### src/rtl/parity_pkg.sv
// ---------------------------------------------------------------------------
// parity_pkg
// Shared definitions for the serial parity frame controller:
//   - state_t    : controller FSM states (IDLE, SHIFT, CHECK, HOLD)
//   - FRAME_BITS : serial bits per frame (4 data + 1 parity)
//   - DATA_BITS  : data bits per frame
//   - DIV_W      : width of the bit-period divider (BIT_DIV up to 255)
//   - IDX_W      : width of the bit index within a frame
//   - frame_data : extracts the nibble {d3,d2,d1,d0} from a captured frame
// ---------------------------------------------------------------------------
package parity_pkg;

    typedef enum logic [1:0] {
        IDLE  = 2'd0,
        SHIFT = 2'd1,
        CHECK = 2'd2,
        HOLD  = 2'd3
    } state_t;

    localparam int FRAME_BITS = 5;
    localparam int DATA_BITS  = 4;
    localparam int DIV_W      = 8;
    localparam int IDX_W      = 3;

    // Captured frame layout is {p, d3, d2, d1, d0}; bit 0 arrives first.
    function automatic logic [DATA_BITS-1:0] frame_data(input logic [FRAME_BITS-1:0] frame);
        return frame[DATA_BITS-1:0];
    endfunction

endpackage

### src/rtl/parity_frame_ctrl_if.sv
// ---------------------------------------------------------------------------
// parity_frame_ctrl_if
// Bundles the serial input and the valid/ready result handshake of the
// parity frame controller.
//   start      : source -> ctrl, one-cycle pulse that begins a frame
//   din        : source -> ctrl, serial bit (d0, d1, d2, d3, p)
//   out_ready  : consumer -> ctrl, consumer accepts the result
//   busy       : ctrl -> source, controller not in IDLE
//   out_valid  : ctrl -> consumer, result available
//   out_data   : ctrl -> consumer, captured nibble {d3,d2,d1,d0}
//   parity_err : ctrl -> consumer, even parity violated
//   err_count  : ctrl -> consumer, saturating count of bad frames
// Modports: master = the board side (source + consumer), slave = controller.
// ---------------------------------------------------------------------------
interface parity_frame_ctrl_if
    import parity_pkg::*;
#(
    parameter int ERR_CNT_W = 8
);

    logic                 start;
    logic                 din;
    logic                 out_ready;
    logic                 busy;
    logic                 out_valid;
    logic [DATA_BITS-1:0] out_data;
    logic                 parity_err;
    logic [ERR_CNT_W-1:0] err_count;

    modport master (
        output start,
        output din,
        output out_ready,
        input  busy,
        input  out_valid,
        input  out_data,
        input  parity_err,
        input  err_count
    );

    modport slave (
        input  start,
        input  din,
        input  out_ready,
        output busy,
        output out_valid,
        output out_data,
        output parity_err,
        output err_count
    );

endinterface

### src/rtl/parity_frame_ctrl_checker.sv
// ---------------------------------------------------------------------------
// parity_frame_ctrl_checker
// Five-input XOR parity checker used by the frame controller.
//   a, b, c, d : data bits d0..d3
//   p          : parity bit
//   e          : 1 when the five inputs hold an odd number of ones
//                (even parity violated)
// ---------------------------------------------------------------------------
module parity_frame_ctrl_checker (
    input  logic a,
    input  logic b,
    input  logic c,
    input  logic d,
    input  logic p,
    output logic e
);

    assign e = a ^ b ^ c ^ d ^ p;

endmodule

### src/rtl/parity_frame_ctrl.sv
// ---------------------------------------------------------------------------
// parity_frame_ctrl
// Captures a 5-bit serial frame (d0, d1, d2, d3, p) from din, evaluates it
// with the XOR parity checker and offers {d3..d0} plus a pass/fail flag on a
// valid/ready handshake.
//
// Parameters:
//   BIT_DIV   : clock cycles per serial bit (1..255); din is sampled on the
//               last cycle of each bit period
//   ERR_CNT_W : width of the parity error counter
//
// Ports:
//   clk : system clock, rising edge
//   rst : synchronous active-high reset, overrides everything
//   bus : parity_frame_ctrl_if.slave (start, din, out_ready in;
//         busy, out_valid, out_data, parity_err, err_count out)
//
// Configuration macro:
//   PARITY_ERR_COUNT_EN : when defined, err_count is a saturating counter of
//                         frames with parity errors; when undefined, no
//                         counter is built and err_count is tied to 0.
//
// Timing: start seen in cycle 0, SHIFT spans cycles 1..5*BIT_DIV, CHECK is
// cycle 5*BIT_DIV+1 and out_valid is high from cycle 5*BIT_DIV+2.
// ---------------------------------------------------------------------------
module parity_frame_ctrl
    import parity_pkg::*;
#(
    parameter int BIT_DIV   = 1,
    parameter int ERR_CNT_W = 8
) (
    input  logic                 clk,
    input  logic                 rst,
    parity_frame_ctrl_if.slave   bus
);

    localparam logic [DIV_W-1:0] DIV_LAST = DIV_W'(BIT_DIV - 1);
    localparam logic [IDX_W-1:0] IDX_LAST = IDX_W'(FRAME_BITS - 1);

    // -----------------------------------------------------------------------
    // State and datapath registers
    // -----------------------------------------------------------------------
    state_t                state_q,  state_d;
    logic [DIV_W-1:0]      div_q,    div_d;
    logic [IDX_W-1:0]      idx_q,    idx_d;
    logic [FRAME_BITS-1:0] shift_q,  shift_d;
    logic                  valid_q,  valid_d;
    logic [DATA_BITS-1:0]  data_q,   data_d;
    logic                  perr_q,   perr_d;

    logic                  accept_start;
    logic                  bit_tick;
    logic                  parity_fail;

    // A start is only honoured from IDLE; any other pulse is dropped.
    assign accept_start = (state_q == IDLE) && bus.start;

    // Last cycle of the current bit period while shifting.
    assign bit_tick = (state_q == SHIFT) && (div_q == DIV_LAST);

    // -----------------------------------------------------------------------
    // Parity checker on the captured frame
    // -----------------------------------------------------------------------
    parity_frame_ctrl_checker u_checker (
        .a (shift_q[0]),
        .b (shift_q[1]),
        .c (shift_q[2]),
        .d (shift_q[3]),
        .p (shift_q[4]),
        .e (parity_fail)
    );

    // -----------------------------------------------------------------------
    // Capture register: each position loads din only on the bit tick that
    // addresses it, so earlier samples are never disturbed.
    // -----------------------------------------------------------------------
    genvar gi;
    generate
        for (gi = 0; gi < FRAME_BITS; gi++) begin : g_capture
            logic bit_hit;
            assign bit_hit = bit_tick && (idx_q == IDX_W'(gi));
            assign shift_d[gi] = accept_start ? 1'b0 :
                                 bit_hit      ? bus.din :
                                                shift_q[gi];
        end
    endgenerate

    // -----------------------------------------------------------------------
    // FSM next state and datapath updates
    // -----------------------------------------------------------------------
    always_comb begin
        state_d = state_q;
        div_d   = div_q;
        idx_d   = idx_q;
        valid_d = valid_q;
        data_d  = data_q;
        perr_d  = perr_q;

        case (state_q)
            IDLE: begin
                if (accept_start) begin
                    state_d = SHIFT;
                    div_d   = '0;
                    idx_d   = '0;
                end
            end

            SHIFT: begin
                if (bit_tick) begin
                    div_d = '0;
                    idx_d = idx_q + 1'b1;
                    if (idx_q == IDX_LAST) begin
                        state_d = CHECK;
                    end
                end else begin
                    div_d = div_q + 1'b1;
                end
            end

            CHECK: begin
                data_d  = frame_data(shift_q);
                perr_d  = parity_fail;
                valid_d = 1'b1;
                state_d = HOLD;
            end

            HOLD: begin
                // Result stays put until the consumer takes it; data and
                // flag remain visible after the transfer.
                if (valid_q && bus.out_ready) begin
                    valid_d = 1'b0;
                    state_d = IDLE;
                end
            end

            default: begin
                state_d = IDLE;
            end
        endcase
    end

    always_ff @(posedge clk) begin
        if (rst) begin
            state_q <= IDLE;
            div_q   <= '0;
            idx_q   <= '0;
            shift_q <= '0;
            valid_q <= 1'b0;
            data_q  <= '0;
            perr_q  <= 1'b0;
        end else begin
            state_q <= state_d;
            div_q   <= div_d;
            idx_q   <= idx_d;
            shift_q <= shift_d;
            valid_q <= valid_d;
            data_q  <= data_d;
            perr_q  <= perr_d;
        end
    end

    // -----------------------------------------------------------------------
    // Parity error counter
    // -----------------------------------------------------------------------
`ifdef PARITY_ERR_COUNT_EN
    logic [ERR_CNT_W-1:0] err_cnt_q, err_cnt_d;

    // Counts failing frames in CHECK and holds at all-ones instead of wrapping.
    always_comb begin
        err_cnt_d = err_cnt_q;
        if ((state_q == CHECK) && parity_fail && !(&err_cnt_q)) begin
            err_cnt_d = err_cnt_q + 1'b1;
        end
    end

    always_ff @(posedge clk) begin
        if (rst) begin
            err_cnt_q <= '0;
        end else begin
            err_cnt_q <= err_cnt_d;
        end
    end

    assign bus.err_count = err_cnt_q;
`else
    assign bus.err_count = {ERR_CNT_W{1'b0}};
`endif

    // -----------------------------------------------------------------------
    // Outputs
    // -----------------------------------------------------------------------
    assign bus.busy       = (state_q != IDLE);
    assign bus.out_valid  = valid_q;
    assign bus.out_data   = data_q;
    assign bus.parity_err = perr_q;

endmodule

### src/flat_wrapper.sv
// flat-port wrapper written by rule: the top's interface ports become plain ports
module parity_frame_ctrl_flat import parity_pkg::*;
#(
    parameter int BIT_DIV   = 1,
    parameter int ERR_CNT_W = 8
)
  (clk, rst, bus_start, bus_din, bus_out_ready, bus_busy, bus_out_valid, bus_out_data, bus_parity_err, bus_err_count);
  parity_frame_ctrl_if #(.ERR_CNT_W(ERR_CNT_W)) bus_i ();
  input  logic clk;
  input  logic rst;
  input wire logic [$bits(bus_i.start)-1:0] bus_start;
  input wire logic [$bits(bus_i.din)-1:0] bus_din;
  input wire logic [$bits(bus_i.out_ready)-1:0] bus_out_ready;
  output wire logic [$bits(bus_i.busy)-1:0] bus_busy;
  output wire logic [$bits(bus_i.out_valid)-1:0] bus_out_valid;
  output wire logic [$bits(bus_i.out_data)-1:0] bus_out_data;
  output wire logic [$bits(bus_i.parity_err)-1:0] bus_parity_err;
  output wire logic [$bits(bus_i.err_count)-1:0] bus_err_count;
  assign bus_i.start = bus_start;
  assign bus_i.din = bus_din;
  assign bus_i.out_ready = bus_out_ready;
  assign bus_busy = bus_i.busy;
  assign bus_out_valid = bus_i.out_valid;
  assign bus_out_data = bus_i.out_data;
  assign bus_parity_err = bus_i.parity_err;
  assign bus_err_count = bus_i.err_count;
  parity_frame_ctrl #(.BIT_DIV(BIT_DIV), .ERR_CNT_W(ERR_CNT_W)) u_core (.clk(clk), .rst(rst), .bus(bus_i));
endmodule
### config.mk
export PLATFORM = sky130hd
export DESIGN_NAME = parity_frame_ctrl_flat
export DESIGN_NICKNAME = d
export VERILOG_FILES = /design/src/rtl/parity_pkg.sv /design/src/rtl/parity_frame_ctrl_if.sv /design/src/rtl/parity_frame_ctrl_checker.sv /design/src/rtl/parity_frame_ctrl.sv /design/src/flat_wrapper.sv
export SDC_FILE = /design/constraint.sdc
export NUM_CORES = 1
export LEC_CHECK = 0
export ABC_AREA = 1
export ABC_CLOCK_PERIOD_IN_PS = 3560
export CORE_UTILIZATION = 55
export CTS_BUF_LIST = sky130_fd_sc_hd__clkbuf_4
export DETAILED_ROUTE_END_ITERATION = 10
export PLACE_DENSITY_LB_ADDON = 0.25
export SYNTH_ARGS = -nofsm -noshare
export SYNTH_HDL_FRONTEND = slang
export SYNTH_SLANG_ARGS = --single-unit
### constraint.sdc
create_clock -name clk -period 3.56 [get_ports clk]
set_input_delay 0.534 -clock clk [delete_from_list [all_inputs] [get_ports clk]]
set_output_delay 0.534 -clock clk [all_outputs]
set_load 0.03 [all_outputs]
== Word-level counts from Yosys, hierarchy flattened ==
Cells that the tools add are included.

* Add/subtract/negate cells: 2
* Equal/unequal tests: 11
* Multiplexer cells: 13
* Bitwise logic cells: 4
* Reductions and logical operators: 19

{| class="wikitable"
|+ Operator list
! kind !! number
|-
| 8-bit two-way mux || 2
|-
| 8-bit one-hot mux with 2 select lines || 1
|-
| 8-bit by 1-bit adder with 8-bit output (second input constant) || 1
|-
| 1-bit logical AND || 8
|-
| 8-bit zero test || 1
|-
| 2-bit two-way mux || 4
|-
| 2-bit one-hot mux with 4 select lines || 1
|-
| 3-bit by 2-bit equality test with 1-bit output (second input constant) || 2
|-
| 3-bit two-way mux || 2
|-
| 2-bit by 1-bit != test with 1-bit output (second input constant) || 3
|-
| 3-bit one-hot mux with 2 select lines || 1
|-
| 2-bit nonzero test || 3
|-
| 2-bit equality test (second input constant) || 2
|-
| 2-bit AND reduction || 2
|-
| 4-bit AND reduction || 1
|-
| 1-bit XOR || 4
|-
| 3-bit by 1-bit adder with 3-bit output (second input constant) || 1
|-
| 3-bit by 1-bit equality test with 1-bit output (second input constant) || 1
|-
| 3-bit equality test (second input constant) || 1
|-
| 3-bit zero test || 1
|-
| 3-bit AND reduction || 1
|-
| 2-bit by 1-bit equality test with 1-bit output (second input constant) || 1
|-
| 2-bit zero test || 1
|-
| 2-bit != test (second input constant) || 1
|-
| other kinds (3) || 3
|}

* Bits in registers: 24
* Bits of input ports: 5
* Output and inout port bits: 15
* Logic and storage cells: 60

== Depth between registers and ports, before layout ==
* Depth in word-level cells: 4
* Gate-level depth with buffers: 10
* Depth with buffers taken out: 10

== Hierarchy ==
From an unflattened synthesis, not the netlist that was laid out.

* Cell total of the unflattened synthesis: 213
* Area, all modules: 1500.2 um2

{| class="wikitable"
|+ Modules (own cells, without submodules)
! module !! instances !! cells an instance !! area an instance (um2) !! sequential area each (um2)
|-
| parity_frame_ctrl || 1 || 199 || 1435.1 || 480.5
|-
| parity_frame_ctrl_checker || 1 || 14 || 65.1 || 0.0
|}

== Least setup slack after synthesis ==
Ideal clock, no wire load.

* Kind: register to register
* From: reg u_core.state_q[0]
* To: reg u_core.div_q[3]
* Setup time: 115 ps
* Arrival: 1354 ps
* Data required time: 3445 ps
* Path slack: 2091 ps
* Cell stages (with the launch flop): 10
* Path buffers: 0
* Clock period less this slack: 1469 ps
* Cell sequence: dfxtp_1 > inv_1 > ha_1 > inv_2 > nand2_2 > nand2_4 > inv_2 > nor2_1 > xor2_1 > nor2_1

* Word-level cells in the longest chain between the ends: 4
* Elaborated cells between the ends (all ways): 9
* Classes of those cells: eq/ne: 2; mux: 2; reduce/logical: 5

{| class="wikitable"
|+ RTL lines
! element !! RTL line !! source
|-
| start: declaration || parity_frame_ctrl.sv:43 || <nowiki>state_t state_q, state_d;</nowiki>
|-
| start signal: assignment || parity_frame_ctrl.sv:152 || <nowiki>state_q <= state_d;</nowiki>
|-
| 2-bit by 1-bit equality test with 1-bit output or 2-bit zero test (tied branches) || parity_frame_ctrl.sv:59, parity_frame_ctrl.sv:99, parity_frame_ctrl.sv:56 ||
|-
| 1-bit logical AND, on equally long branches || parity_frame_ctrl.sv:59, parity_frame_ctrl.sv:56 ||
|-
| 8-bit two-way mux or 2-bit by 1-bit != test with 1-bit output (tied branches) || - ||
|-
| 8-bit one-hot mux with 2 select lines or 2-bit AND reduction (tied branches) || - ||
|-
| end signal: assignment || parity_frame_ctrl.sv:153 || <nowiki>div_q <= div_d;</nowiki>
|-
| end: declaration || parity_frame_ctrl.sv:44 || <nowiki>logic [DIV_W-1:0] div_q, div_d;</nowiki>
|}

Several ways; a longest one is shown, not always the timed one.
A chain may end at the register's enable or synchronous reset.

== Final worst setup path ==
* From: reg u_core.state_q[0]
* To: out bus_busy

* Word-level cells in the longest chain between the ends: 1

{| class="wikitable"
|+ RTL lines
! element !! RTL line !! source
|-
| 2-bit nonzero test || parity_frame_ctrl.sv:192 || <nowiki>assign bus.busy = (state_q != IDLE);</nowiki>
|-
| end: declaration || flat_wrapper.sv:14 || <nowiki>output wire logic [$bits(bus_i.busy)-1:0] bus_busy;</nowiki>
|}

No other way between the ends.

==> metrics.cfg <==
[pwr]
internal-power_w=0.000544
p_comb_share_pct=53.5
power_density_nw_per_um2=644
power.switching_w=0.000467
ir_worst_vdd_uv=469
seqPwrFrac_pct=34.7
leakagePower_nw=0.696
p_clk_share_pct=11.8
design_power_total_w=0.00101
switching_share_pct=46.2

[clocking]
cts_sinks=24
post_cts_resized=0
cts_root_buf=clkbuf_4
ctsHoldBuffers=0
cts_tree=built
cts_buffer_depth=2
path_clk_slew_ns=0.13
insertion_delay_ns=0.31
postCtsSetupBuffers=0
htreeDepth=1
cts_made_buffers=3

[critical_path]
reg2reg_depth=9
crit_path_end_kind=primary output
crit_type=reg -> out
arrival_ns=1.79
crit_required_ns=3.03
crit_path_max_fanout=4
cp-start-kind=flop

[die]
io_pins=20
start_util_pct=58.4
die_h_um=53.3
die_area_um2=2840
die_w_um=53.3
design.core.area_um2=2480
rows=18

[drt]
vias_per_cell=5.09
drc=0
drt-initial-drc-count=17
wl_per_cell_um=11.1
route.vias.total=1231
wl_mm=2.70
postRouteAntennaNets=0
first_pass_iters=4

[yosys]
synth.distinct_cells=28
seq_area_frac_synth_pct=33.2
synth_area_um2=1450
synth_warnings=0
ys_ff_latch=24
synth_area_per_cell_um2=7.20
synthCells=201

[min_path]
holdPathStages=2
min_path_type=reg -> reg

[timing]
max_slew_margin_pct=62.4
fmax_mhz=429
setup_tns_ns=0
post-route-min-period_ns=2.33
finalHoldViolCount=0
finClkSkew_ns=0.00564
rsz0062_at_grt=false
finalSetupViolations=0
finalCritPeriodShare_pct=65.4
drv_slew=0
tightest_slew_ns=0.563

[finish]
finalInstanceArea_um2=1570
drive_above_1_share_pct=10.4
diodes=0
utilization_pct=63.4
fin_cells=242
areaGrowthSynthToFinish_pct=8.56
nets=229

[grt]
grt_pass1_wl_mm=4.64
grt_pass1_vias=1143
antenna_found_initial=0
overflow=0
grtUsageTotal_pct=21.9
grt_max_degree=17

[place]
globalplace.congestion=0.771
placed_cell_area_um2=1550
io_buffer_count=11
dp_hpwl_mm=2.09
placedCellCount=238

[status]
status=complete, no violations

[run]
max_cap_viol_count=0

worst max-delay path, cell delays in order, from the launching register on:
cell and delay (ns):
dfxtp_1 0.41, inv_1 0.08, ha_1 0.26, inv_2 0.08, clkdlybuf4s50_1 0.66
logic make-up after synthesis:
kind of cell             synth area share (%)
adder cells (fa/ha/maj)                  9.51
XOR/XNOR                                 1.82
AO/OA/AOI/OAI                            8.64
flip-flops                               33.2
other                                   0.259
buffers and inverters                    12.8
AND/OR/NAND/NOR                          33.8
cells in the final DEF (no fill, tap or decap), types with 2 or more instances in the layout:
cell type	Yosys	layout
nor2_1	27	27
inv_2	4	4
nor3_2	2	2
a21oi_1	14	14
clkbuf_4	0	3
ha_1	11	11
nand2_2	3	3
nand2_1	31	31
nand4_1	9	9
inv_1	25	25
clkdlybuf4s50_1	0	11
nand2_4	4	4
conb_1	1	8
o21ai_0	5	5
nand3_1	17	17
nor2_2	2	2
dfxtp_1	24	24
xor2_1	2	2
per-stage QoR:
step	setup slack [ns]	hold WS, ns
after floorplan	2.09	0.452
after global placement	1.63	0.466
after detailed placement	1.59	0.474
after CTS	1.22	0.494
after global routing	1.16	0.540
final	1.23	0.493
flip-flops by register name, indices dropped and copies added (netlist names):
| name | cells |
|---|---|
| u_core.bus.parity_err | 1 |
| u_core.div_q | 8 |
| u_core.bus.out_data | 4 |
| u_core.bus.out_valid | 1 |
| u_core.shift_q | 5 |
| u_core.idx_q | 3 |
| u_core.state_q | 2 |
synth_stat cells:
cell      count  share of area, %
nor2_2        2              0.86
inv_2         4               1.0
a22oi_1       1              0.52
nor3_1        1              0.35
nand2_2       3               1.3
inv_1        25               6.5
o21ai_2       1              0.61
nand4_1       9               3.9
a21oi_1      14               4.8
nand3_1      17               5.9
nand2_4       4               3.1
buf_4         9               4.7
conb_1        1              0.26
a21oi_2       1              0.61
xnor2_1       1              0.61
xor2_1        2               1.2
dfxtp_1      24                33
nand3b_1      1              0.52
ha_1         11               9.5
nand2_1      31               8.0
nor2_4        1              0.78
clkbuf_1      1              0.26
nor2_1       27               7.0
buf_2         1              0.35
o21ai_1       1              0.35
nor3_2        2               1.4
nand3_2       1              0.69
o21ai_0       5               1.7
worst paths after layout:
check        slack [ns]                 to               from
max reg2reg        1.80    u_core.div_q[6]  u_core.state_q[1]
min reg2reg        0.49  u_core.shift_q[3]  u_core.shift_q[3]
min                0.49  u_core.shift_q[3]  u_core.shift_q[3]
max                1.23           bus_busy  u_core.state_q[0]
cell type report:
cell class | instances | area, um^2
Tap cell | 30 | 37.5
Sequential cell | 24 | 480
Timing Repair Buffer | 11 | 110
Clock buffer | 3 | 22.5
Clock inverter | 1 | 3.75
Fill cell | 231 | 906
Inverter | 29 | 109
Multi-Input combinational cell | 144 | 808
power groups by stage:
stage	Clock, W	Sequential, W	Combinational (W)
2_1_floorplan	0	0.000396	0.000378
3_3_place_gp	0	0.000353	0.000519
3_5_place_dp	0	0.000358	0.000543
4_1_cts	0.000125	0.000351	0.000544
5_1_grt	0.000132	0.000357	0.000603
6_report	0.000119	0.000351	0.000541
per-layer routing:
| metal | share of wire [%] | GRT usage, % | vias up | wire length [um] |
|---|---|---|---|---|
| met4 | 0.56 | 6.58 | 0 | 15 |
| met5 | 0 | 0 | - | 0 |
| met2 | 49 | 38.8 | 23 | 1330 |
| met1 | 47 | 27.1 | 561 | 1280 |
| li1 | - | - | 645 | - |
| met3 | 2.6 | 2.87 | 2 | 71 |
No activity file was read; power rests on OpenSTA's default activity.
